File: config.mk
export PLATFORM = sky130hd
export DESIGN_NAME = usb_nrzi_tx
export DESIGN_NICKNAME = d
export VERILOG_FILES = /design/src/rtl/usb_tx_pkg.sv /design/src/rtl/usb_bit_timer.sv /design/src/rtl/usb_nrzi_tx.sv
export SDC_FILE = /design/constraint.sdc
export NUM_CORES = 1
export LEC_CHECK = 0
export ABC_AREA = 1
export BUFFER_PORTS_ARGS = -buffer_cell sky130_fd_sc_hd__buf_2
export CORE_MARGIN = 3
export CORE_UTILIZATION = 46
export CTS_BUF_LIST = sky130_fd_sc_hd__clkbuf_2
export DETAILED_ROUTE_END_ITERATION = 10
export GPL_TIMING_DRIVEN = 0
export HOLD_SLACK_MARGIN = 0.12
export PLACE_DENSITY = 0.76
export SKIP_CTS_REPAIR_TIMING = 1
export SYNTH_ARGS = -nofsm -noshare
export SYNTH_HDL_FRONTEND = slang
export SYNTH_SLANG_ARGS = --single-unit
export TNS_END_PERCENT = 100
File: constraint.sdc
create_clock -name clk -period 2 [get_ports clk]
set_input_delay 0.6 -clock clk [delete_from_list [all_inputs] [get_ports clk]]
set_output_delay 0.6 -clock clk [all_outputs]
set_load 0.1 [all_outputs]
File: src/rtl/usb_tx_pkg.sv
// Shared types and constants for the USB low-level NRZI transmitter.
`timescale 1ns/1ps
package usb_tx_pkg;

  // Default number of clk cycles in one USB bit time.
  localparam int DEFAULT_CLKS_PER_BIT = 8;

  // Consecutive transmitted ones that force a stuffed toggle.
  localparam logic [2:0] STUFF_LIMIT = 3'd6;

  // Length of the SE0 part of end-of-packet, in bit times.
  localparam logic [1:0] EOP_SE0_BITS = 2'd2;

  // Transmitter sequencing states.
  typedef enum logic [2:0] {
    S_IDLE,
    S_DATA,
    S_STUFF,
    S_EOP_SE0,
    S_EOP_J
  } tx_state_t;

  // Line levels encoded as {d_plus, d_minus}.
  typedef enum logic [1:0] {
    LINE_SE0 = 2'b00,
    LINE_K   = 2'b01,
    LINE_J   = 2'b10
  } line_t;

  // Opposite differential level; SE0 never feeds this, J is the safe answer.
  function automatic line_t toggle_level(input line_t cur);
    return (cur == LINE_J) ? LINE_K : LINE_J;
  endfunction

  // NRZI encoding: a 0 toggles the line, a 1 holds it.
  function automatic line_t nrzi_level(input line_t cur, input logic data_bit);
    return data_bit ? cur : toggle_level(cur);
  endfunction

endpackage

File: src/rtl/usb_bit_timer.sv
// Bit-time divider: counts 0..CLKS_PER_BIT-1 while enabled and strobes
// wrap on the last count, which marks the end of the current bit period.
`timescale 1ns/1ps
module usb_bit_timer
  import usb_tx_pkg::*;
#(
  parameter int CLKS_PER_BIT = DEFAULT_CLKS_PER_BIT  // must be >= 2
) (
  input  logic clk,
  input  logic n_rst,
  input  logic enable,
  input  logic clear,
  output logic wrap
);

  localparam int W = $clog2(CLKS_PER_BIT);
  localparam logic [W-1:0] LAST = W'(CLKS_PER_BIT - 1);
  localparam logic [W-1:0] ONE  = W'(1);

  logic [W-1:0] count;

  // Free-running modulo counter, forced to zero while cleared.
  always_ff @(posedge clk or negedge n_rst) begin
    // NOTE: registers are updated with <= so every flop samples pre-edge values.
    if (!n_rst) begin
      count <= '0;
    end else if (clear) begin
      count <= '0;
    end else if (enable) begin
      count <= (count == LAST) ? '0 : count + ONE;
    end
  end

  assign wrap = enable && !clear && (count == LAST);

endmodule

File: src/rtl/usb_nrzi_tx.sv
// USB NRZI transmitter: byte stream in, bit-stuffed NRZI line out, with a
// one-byte holding register, seamless multi-byte packets and EOP generation.
`timescale 1ns/1ps
module usb_nrzi_tx
  import usb_tx_pkg::*;
#(
  parameter int CLKS_PER_BIT = DEFAULT_CLKS_PER_BIT  // must be >= 2
) (
  input  logic       clk,
  input  logic       n_rst,
  input  logic [7:0] tx_data,
  input  logic       tx_valid,
  input  logic       tx_last,
  output logic       tx_ready,
  output logic       d_plus,
  output logic       d_minus,
  output logic       tx_busy,
  output logic       tx_err
);

  tx_state_t  state;
  line_t      line;
  logic [7:0] shifter;
  logic [2:0] bit_idx;
  logic [2:0] ones_cnt;
  logic [1:0] se0_cnt;
  logic       cur_last;

  logic [7:0] hold_data;
  logic       hold_last;
  logic       hold_full;
  logic       last_lock;  // a tx_last byte was taken; refuse more until EOP_J

  logic       wrap;
  logic       accept;
  logic       stuff_now;
  logic       byte_end;
  logic       load_hold;
  logic       enter_eop_j;
  logic       next_bit;

  usb_bit_timer #(
    .CLKS_PER_BIT(CLKS_PER_BIT)
  ) u_bit_timer (
    .clk    (clk),
    .n_rst  (n_rst),
    .enable (state != S_IDLE),
    .clear  (state == S_IDLE),
    .wrap   (wrap)
  );

  assign tx_ready = !hold_full && !last_lock;
  assign accept   = tx_valid && tx_ready;
  assign d_plus   = line[1];
  assign d_minus  = line[0];

  // Decode what happens at this clock: stuffing, byte completion, reload.
  always_comb begin
    // NOTE: defaults first so every path assigns every signal and no latch forms.
    stuff_now   = 1'b0;
    byte_end    = 1'b0;
    load_hold   = 1'b0;
    enter_eop_j = 1'b0;
    next_bit    = shifter[bit_idx + 3'd1];
    case (state)
      S_IDLE:    load_hold = hold_full;
      S_DATA: begin
        if (wrap) begin
          if (ones_cnt == STUFF_LIMIT) stuff_now = 1'b1;
          else                         byte_end  = (bit_idx == 3'd7);
        end
      end
      S_STUFF:   byte_end = wrap && (bit_idx == 3'd7);
      S_EOP_SE0: enter_eop_j = wrap && (se0_cnt == EOP_SE0_BITS - 2'd1);
      default:   ;
    endcase
    if (byte_end) load_hold = hold_full;
    if (load_hold) next_bit = hold_data[0];
  end

  // Holding register: filled on handshake, emptied when the shifter takes it.
  // Full and empty events are exclusive, so byte order is always preserved.
  always_ff @(posedge clk or negedge n_rst) begin
    if (!n_rst) begin
      hold_data <= '0;
      hold_last <= 1'b0;
      hold_full <= 1'b0;
      last_lock <= 1'b0;
    end else begin
      if (accept) begin
        hold_data <= tx_data;
        hold_last <= tx_last;
        hold_full <= 1'b1;
      end else if (load_hold) begin
        hold_full <= 1'b0;
      end
      // A last byte still waiting in the holding register keeps the lock.
      if (accept && tx_last)           last_lock <= 1'b1;
      else if (enter_eop_j && !hold_full) last_lock <= 1'b0;
    end
  end

  // Transmit sequencer with registered line level, busy and error outputs.
  always_ff @(posedge clk or negedge n_rst) begin
    if (!n_rst) begin
      state    <= S_IDLE;
      line     <= LINE_J;
      shifter  <= '0;
      bit_idx  <= '0;
      ones_cnt <= '0;
      se0_cnt  <= '0;
      cur_last <= 1'b0;
      tx_busy  <= 1'b0;
      tx_err   <= 1'b0;
    end else begin
      tx_err <= 1'b0;
      case (state)
        S_IDLE: begin
          line     <= LINE_J;
          ones_cnt <= '0;
          bit_idx  <= '0;
          if (load_hold) begin
            // First bit goes out on the very first DATA clock, referenced to J.
            shifter  <= hold_data;
            cur_last <= hold_last;
            line     <= nrzi_level(LINE_J, next_bit);
            ones_cnt <= next_bit ? 3'd1 : 3'd0;
            state    <= S_DATA;
            tx_busy  <= 1'b1;
          end
        end

        S_DATA, S_STUFF: begin
          if (stuff_now) begin
            line     <= toggle_level(line);
            ones_cnt <= '0;
            state    <= S_STUFF;
          end else if (byte_end && !load_hold) begin
            // Out of data: clean end if marked last, otherwise an underrun.
            line     <= LINE_SE0;
            ones_cnt <= '0;
            se0_cnt  <= '0;
            tx_err   <= !cur_last;
            state    <= S_EOP_SE0;
          end else if (wrap) begin
            if (load_hold) begin
              shifter  <= hold_data;
              cur_last <= hold_last;
              bit_idx  <= '0;
            end else begin
              bit_idx  <= bit_idx + 3'd1;
            end
            line     <= nrzi_level(line, next_bit);
            ones_cnt <= next_bit ? ones_cnt + 3'd1 : 3'd0;
            state    <= S_DATA;
          end
        end

        S_EOP_SE0: begin
          if (enter_eop_j) begin
            line  <= LINE_J;
            state <= S_EOP_J;
          end else if (wrap) begin
            se0_cnt <= se0_cnt + 2'd1;
          end
        end

        S_EOP_J: begin
          if (wrap) begin
            state   <= S_IDLE;
            tx_busy <= 1'b0;
          end
        end

        default: begin
          state   <= S_IDLE;
          line    <= LINE_J;
          tx_busy <= 1'b0;
        end
      endcase
    end
  end

endmodule
# Yosys cells after proc, flatten, opt, wreduce, memory -nomap -nowiden
# Index checks and enable logic that the tools add are counted.
# totals
latchBits,0
rom_bits,0
reg_bits,38
output_inout_bits,5
word_cells,138
ramBits,0
memories,0
# classes
bitwise,2
muxes,68
shifts,0
n_div,0
reduce_logical,29
n_mul,0
eq_ne,20
addsub,4
n_lt_le_gt_ge,1
# op_table
cell,n
$mux W3,17
$mux W8,4
$mux W1,25
$mux W2,12
$ne A2 B2 Y1 const B,9
$pmux W8 S2,1
$eq A3 B3 Y1 const B,4
$pmux W3 S2,2
$pmux W3 S4,1
$reduce_and A4 Y1,3
$reduce_bool A2 Y1,5
$add A3 B1 Y3 const B,3
$logic_and A1 B1 Y1,9
$ne A4 B4 Y1 const B,2
$pmux W2 S4,1
$eq A3 B2 Y1 const B,2
$logic_not A1 Y1,5
$reduce_and A5 Y1,1
$lt A3 B4 Y1 const B,1
$pmux W1 S2,2
$pmux W2 S2,1
$bmux W1 S3,1
$eq A3 B1 Y1 const B,1
$logic_not A3 Y1,1
other kinds (10),11

# Depth between registers and ports, before layout
# Gate-level depths: netlist of the first run.
# logic_depth
ltp_word,13
depth_mapped,13
ltp_nobuf,13

# By module
# Synthesis of the first run repeated with hierarchy kept, for this count alone.
# unflattened
cells_unflattened,236
hier_area_um2,1908.1
# modules_own_cells
mod,seq_area_each_um2,area_each_um2,instances,cells_per_inst
usb_nrzi_tx,877.1,1745.4,1,216
usb_bit_timer,75.1,162.7,1,20

# Worst setup path before layout of the first run
# Ideal clock, no wire load.
# synth_path
path_kind,register -> register
from,reg hold_full
to,reg hold_data[0]
stages_incl_launch_ff,7
setup_slack_ps,-737
t_arrival_ps,2610
required_time_ps,1873
path_cell_list,dfrtp_1 -> buf_2 -> nor2_1 -> nand2_1 -> inv_1 -> buf_2 -> o21ai_0
# synth_between
elab_chain_len,3
# synth_rtl
element,line_no,source
"start, declared",usb_nrzi_tx.sv:31,logic hold_full;
"start signal, assigned",usb_nrzi_tx.sv:87,hold_full <= 1'b0;
"start signal, assigned",usb_nrzi_tx.sv:93,hold_full <= 1'b1;
"start signal, assigned",usb_nrzi_tx.sv:95,hold_full <= 1'b0;
$logic_not A1 Y1,usb_nrzi_tx.sv:52,assign tx_ready = !hold_full && !last_lock;
$logic_and A1 B1 Y1,usb_nrzi_tx.sv:52,
via tx_ready,usb_nrzi_tx.sv:14,"output logic tx_ready,"
$logic_and A1 B1 Y1,usb_nrzi_tx.sv:53,assign accept = tx_valid && tx_ready;
"end signal, assigned",usb_nrzi_tx.sv:91,hold_data <= tx_data;
"end, declared",usb_nrzi_tx.sv:29,logic [7:0] hold_data;
# The timed path passes the listed nets, and every way through them passes these cells.
# A chain may end at the register's enable or synchronous reset.

# Worst setup path in the final report of the first run
# layout_path
from,reg line[1]
to,out d_plus
# layout_lines
element,line_no,source
"start, declared",usb_nrzi_tx.sv:22,line_t line;
"start signal, assigned",usb_nrzi_tx.sv:126,"line <= nrzi_level(LINE_J, next_bit);"
"start signal, assigned",usb_nrzi_tx.sv:135,line <= toggle_level(line);
"start signal, assigned",usb_nrzi_tx.sv:153,"line <= nrzi_level(line, next_bit);"
"end, declared",usb_nrzi_tx.sv:15,"output logic d_plus,"
# No word-level cell between the ends.

==> key figures, run 1 <==
Setup path
  – Worst path bufs/invs: 1
  – Worst-path maximum fanout: 3
  – Critical Path Sink Type: primary output
  – Worst setup SP type: flip-flop
  – Slowest CP cell: dfstp_2
  – Crit-path cells: clkbuf_4
  – Crit path largest cell delay: between 0.5 and 0.6 ns
  – CP Data Arrival Time: between 1 and 1.5 ns
  – WS Path Type: flip-flop to primary output
  – Required time of the worst setup path: ~1.4 ns
  – Delay-heaviest family, CP: flip-flops

Final layout
  – Share of cells above drive strength 1: 20.0%
  – Final instance count without filler cells: ~300
  – Layout area overhead: 13.8%
  – Post-route cell area: 0.00217 mm2
  – Antenna diodes: 0
  – Fin nets: 273
  – Core Util, Final: between 50 and 60%

Die
  – Chip Height: between 70 and 80 um
  – Initial core utilization: between 40% and 50%
  – Die X: 70.4 um
  – I/O pin count: 17
  – Core Area: 0.00383 mm2
  – Row cnt: 22
  – Die area: 0.00496 mm2

Placed design
  – Placed cells: 295
  – Port buffer count: 16
  – Gpl congestion: about 0.95
  – Post-DP Area: 0.00206 mm2
  – Final HPWL DP: 2700 um

CTS
  – Cts bufs inserted: 5
  – # clock sinks: 38
  – H-tree Lvls: 2
  – Clk buf depth: 2
  – Clk slew on worst S/H paths: 0.19 ns
  – Root Driver: clkbuf_2
  – Clock Latency Late Sink: 0.39 ns
  – CTS tree: done

Global routing
  – Total gr overflow: 0
  – GRT Util Overall: between 10% and 20%
  – First-pass GRT wire length: ~6200 um
  – Antenna violations before repair: 0
  – Largest net degree at the start of global routing: 39
  – Vias in the first global route: 1434

STA
  – Tcrit/Tclk final: between 90% and 100%
  – Clock skew: 0.0145 ns
  – RSZ-0062 raised after global routing: no
  – Fmax: between 0.5 and 0.6 GHz
  – Worst slew margin: 46.1%
  – Measured slew at the worst slew-check pin: roughly 0.81 ns
  – Final Hold Viols: 0
  – Max-slew violations: 0
  – Post-layout min period: 1.90 ns
  – Setup Viol. Count Final: 0

Power
  – Pleak: 1.16 nW
  – Maximum VDD drop: 438 uV
  – Pwr dens: 642 mW/mm2
  – Total chip power: 1.39 mW

Yosys
  – FFs w/ async S/R, synth: 100%
  – Synth Flop Type: dfrtp_1
  – #FFs+latches synth: 38
  – EDFF count, synth: 0
  – Syn Area/Cell: 8.27 um2
  – Synth warn: 0
  – Library cells used by synthesis: 25
  – Most instantiated cells after synthesis: nand2_1, dfrtp_1, inv_1
  – Synthesized cell area: 0.00191 mm2
  – Post-synth top area share: ~48%
  – Cells after Synth: 231
  – Cell taking the most area after synthesis: dfrtp_1
  – Most common cell in the netlist: nand2_1
  – Syn Nets: 250
  – Post-synthesis sequential area ratio: 49.8%
  – Area contributors post-synth: dfrtp_1, nand2_1, o21ai_0

Route
  – Final ANT Viol Nets: 0
  – Routed WL: 3480 um
  – Detailed-route via count: 1508
  – WL per Instance: approximately 11 um
  – Drt pass-1 iters: 4
  – DR iter-0 viols: 60
  – Via-per-instance ratio: 4.98
  – DRC: 0

Hold path
  – Worst hold path type: primary input to asynchronous set/reset pin

Flow run
  – Maxcap violations: 0

Status
  – Status: finished clean
## cells by family after synthesis
| kind of cell | share of synthesized area [%] |
|---|---|
| AO/OA/AOI/OAI | 11.1 |
| buffers and inverters | 6.81 |
| adder cells (fa/ha/maj) | 4.58 |
| flip-flops | 49.8 |
| XOR/XNOR | 0.458 |
| AND/OR/NAND/NOR | 27.2 |
## path summary, 6_finish.rpt
check / startpoint / end / slack, ns / cells after the start
worst max register to register: u_bit_timer.count[0] / se0_cnt[0] / 0.19 / 10
max in group asynchronous: n_rst / bit_idx[0] / 1.18 / 1
worst min-delay path: n_rst / tx_busy / 0.26 / 1
min in group clk: tx_data[7] / hold_data[7] / 0.38 / 3
worst max-delay path: line[1] / d_plus / 0.10 / 1
worst min register to register: cur_last / tx_err / 0.45 / 1
## worst register-to-register path: stages (launching register included)
cell and delay [ns]:
dfrtp_1 0.39, ha_1 0.15, ha_1 0.28, nand2_1 0.10, inv_1 0.06, nand2_1 0.05
o21ai_1 0.23, nand2_1 0.11, nor2_2 0.14, o21ai_0 0.11, o21a_1 0.11
## cell type report
class,instances,area [um2]
Buffer,3,20.0
Inverter,30,113
Fill cell,346,1650
Clock buffer,5,25.0
Clock inverter,3,68.8
Tap cell,48,60.1
Timing Repair Buffer,16,97.6
Sequential cell,38,953
Multi-Input combinational cell,160,836
## cells in the final DEF, fill, tap and decap left out, types with 7 or more instances in the layout
cell and instances:
buf_2 15, nand2_1 62, ha_1 7, o21ai_1 9, dfrtp_1 36, o21ai_0 21, nand3_1 14, inv_1 24
nor2_1 16
## flip-flops by register name, indices dropped and copies added, names as in the netlist, 2 cells and up
register and count:
bit_idx 3, hold_data 8, line 2, ones_cnt 3, se0_cnt 2, shifter 8
state 3, u_bit_timer.count 3
## per-layer routing
metal	track usage, %	routed length, um
met4	5.74	61
met5	0	0
met3	3.88	120
met1	21.6	1740
met2	24.0	1560
## through the flow
step                hold WS [ns]  setup TNS, ns  setup WS [ns]
global route               0.287              0         0.0152
detailed placement         0.429              0          0.224
floorplan                  0.304              0          0.197
global placement           0.427              0          0.242
CTS                        0.276         -0.192         -0.174
finish                     0.264              0          0.105
## report_power, final
group	internal, mW	total (mW)	leakage, nW	switching [mW]
Sequential	0.769	0.769	0.423	0
Combinational	0.00752	0.0241	0.689	0.0166
Clock	0.339	0.601	0.0532	0.262
Power figures use the tool's default switching activity.
==> run 2, diff against run 1 <==
==> constraint.sdc (replaced) <==
create_clock -name clk -period 1.8 [get_ports clk]
set_input_delay 0.09 -clock clk [delete_from_list [all_inputs] [get_ports clk]]
set_output_delay 0.09 -clock clk [all_outputs]
set_load 0.1 [all_outputs]
==> run 2 against run 1 <==
Critical path depth up 12. Count of clock-buffer cells in the layout unchanged. Largest power group unchanged. Final area up 8.7%. Wire length up 15%. Non-clock buffer count up 19. Via count up 11%. Worst hold slack better by 0.056 ns. Clock skew down 0.0037 ns.
==> key figures, run 2 (synthesized netlist as in run 1, its figures left out) <==
CTS
  – Cts bufs inserted: 5 (unchanged)
  – CTS tree: done (unchanged)
  – Root Driver: clkbuf_2 (unchanged)
  – Clock Latency Late Sink: 0.38 ns (was 0.39 ns)
  – H-tree Lvls: 2 (unchanged)
  – # clock sinks: 38 (unchanged)
  – Clk slew on worst S/H paths: 0.20 ns (was 0.19 ns)
  – Clk buf depth: 2 (unchanged)

Global routing
  – Vias in the first global route: 1430 (was 1434)
  – GRT met2 Usage: 23.1% (was 24.0%)
  – Met1 GRT Util: 22.2% (was 21.6%)
  – Largest net degree at the start of global routing: 39 (unchanged)
  – Met3 Usage GRT: 2.88% (was 3.88%)
  – Total gr overflow: 0 (unchanged)
  – Global routing's busiest layer: met2 (unchanged)
  – First-pass GRT wire length: 6310 um (was 6230 um)
  – Antenna violations before repair: 0 (unchanged)
  – GRT Util Overall: 15.6% (was 15.7%)

Power
  – Pwr dens: 660 mW/mm2 (was 642 mW/mm2)
  – Maximum VDD drop: 375 uV (was 438 uV)
  – Pleak: 1.25 nW (was 1.16 nW)

Final layout
  – Filler cell count: 324 (was 346)
  – Commonest non-fill, non-tap cell in the layout: nand2_1 (unchanged)
  – Share of cells above drive strength 1: 23.4% (was 20.0%)
  – Antenna diodes: 0 (unchanged)
  – Layout area overhead: 23.6% (was 13.8%)
  – Regs by FF count: hold_data x8, shifter x8 (unchanged)
  – Fin nets: 292 (was 273)
  – Core Util, Final: 61.7% (was 56.8%)
  – Most frequent cells in the layout: nand2_1, dfrtp_1, inv_1 (unchanged)

Route
  – Drt pass-1 iters: 4 (unchanged)
  – WL per Instance: 12.4 um (was 11.5 um)
  – Detailed-route via count: 1669 (was 1508)
  – Routed WL: 3990 um (was 3480 um)
  – Via-per-instance ratio: 5.18 (was 4.98)
  – DRC: 0 (unchanged)
  – Final ANT Viol Nets: 0 (unchanged)
  – DR iter-0 viols: 70 (was 60)

Setup path
  – Worst setup SP type: flip-flop (unchanged)
  – Worst-path maximum fanout: 8 (was 3)
  – Crit path from: ones_cnt[0] (was line[1])
  – CP Data Arrival Time: 2.08 ns (was 1.30 ns)
  – WS Path Type: flip-flop to flip-flop (was flip-flop to primary output)
  – Required time of the worst setup path: 2.14 ns (was 1.40 ns)
  – Critical Path Sink Type: flip-flop (was primary output)
  – Reg2reg setup slack: 0.06 ns (was 0.19 ns)
  – Reg2reg path depth: 13 (was 10)
  – Crit path to: line[1] (was d_plus)
  – Reg2Reg Launch Point: ones_cnt[0] (was u_bit_timer.count[0])
  – R2R Path End: line[1] (was se0_cnt[0])

Placed design
  – Gpl congestion: 0.924 (was 0.945)
  – Port buffer count: 16 (unchanged)
  – Final HPWL DP: 2560 um (was 2700 um)

Flow run
  – Maxcap violations: 0 (unchanged)

STA
  – Tcrit/Tclk final: 96.8%
  – Max-slew violations: 0 (unchanged)
  – Final Hold Viols: 0 (unchanged)
  – Post-layout min period: 1.74 ns
  – Worst slew margin: 44.7% (was 46.1%)
  – Setup Viol. Count Final: 0 (unchanged)
  – Fmax: around 0.57 GHz
  – Clock skew: 0.0107 ns (was 0.0145 ns)
  – Measured slew at the worst slew-check pin: 0.830 ns (was 0.809 ns)
  – Setup TNS: 0 ns (unchanged)

Die
  – Die X: 70.4 um (unchanged)
  – Die area: 0.00496 mm2 (unchanged)
  – Chip Height: 70.4 um (unchanged)
  – I/O pin count: 17 (unchanged)
  – Row cnt: 22 (unchanged)
  – Initial core utilization: 49.9% (unchanged)
  – Core Area: 0.00383 mm2 (unchanged)

Hold path
  – Worst hold path type: primary input to asynchronous set/reset pin (unchanged)

Status
  – Status: finished clean (unchanged)
## run 2: cell count changes in the layout (fill, tap and decap cells not counted), moves of 2 or more
cell	change
nor2_1	-3
buf_4	+6
dlygate4sd3_1	+12
buf_2	+3
nor2_2	+2
## run 2: worst min path at each step
stage               start      endpoint  slack (ns)  cells past startpoint
floorplan           n_rst    bit_idx[0]       -0.21                      0
detailed placement  n_rst    se0_cnt[0]        0.24                      1
CTS                 n_rst  hold_data[1]       -0.22                      1
finish              n_rst      state[1]        0.32                      2
global placement    n_rst    se0_cnt[0]        0.23                      1
global route        n_rst  hold_data[7]        0.40                      2
## run 2: critical path, cell delays in order, from the launching register on
cell     delay, ns
dfrtp_1       0.45
inv_1         0.07
ha_1          0.24
nand2_2       0.10
nor2_2        0.05
nor2_2        0.17
nand2_2       0.09
nand2_4       0.08
nand2_4       0.09
nand2_4       0.09
nand3_4       0.10
nand2_2       0.08
nand2_1       0.05
nand2_1       0.05
## run 2: final cells by class
type / instances / area (um2) / share of cell area [%]
buffer: 3 / 17.5 / 0.742
clock buffer: 5 / 25.0 / 1.06
clock inverter: 3 / 63.8 / 2.70
inverter: 30 / 113 / 4.77
multi-input combinational: 160 / 877 / 37.1
sequential: 38 / 953 / 40.4
tap: 48 / 60.1 / 2.54
timing repair buffer: 35 / 253 / 10.7
## run 2: per-layer routing
metal | wire, um | vias to the layer above
li1 | - | 821
met1 | 1860 | 800
met2 | 1910 | 39
met3 | 149 | 9
met4 | 74 | 0
met5 | 0 | -
## run 2: where the power goes
| group | switching, mW | leakage [nW] | total [mW] | internal, mW |
|---|---|---|---|---|
| registers | 0 | 0.423 | 0.855 | 0.855 |
| logic | 0.0220 | 0.774 | 0.0459 | 0.0239 |
| clock network | 0.288 | 0.0506 | 0.658 | 0.370 |
## run 2: per-stage QoR
stage / power (mW) / cells / worst slack, ns / instance area (um2) / hold slack (ns)
after CTS: 1.55 / 303 / -0.0201 / 2150 / -0.216
after floorplan: 0.871 / 231 / 0.0209 / 1920 / -0.206
after detailed placement: 0.899 / 295 / 0.0157 / 2060 / 0.236
after global placement: 0.898 / 295 / 0.0414 / 2060 / 0.230
final: 1.56 / 322 / 0.0577 / 2360 / 0.320
after global routing: 1.60 / 322 / -0.0711 / 2360 / 0.396
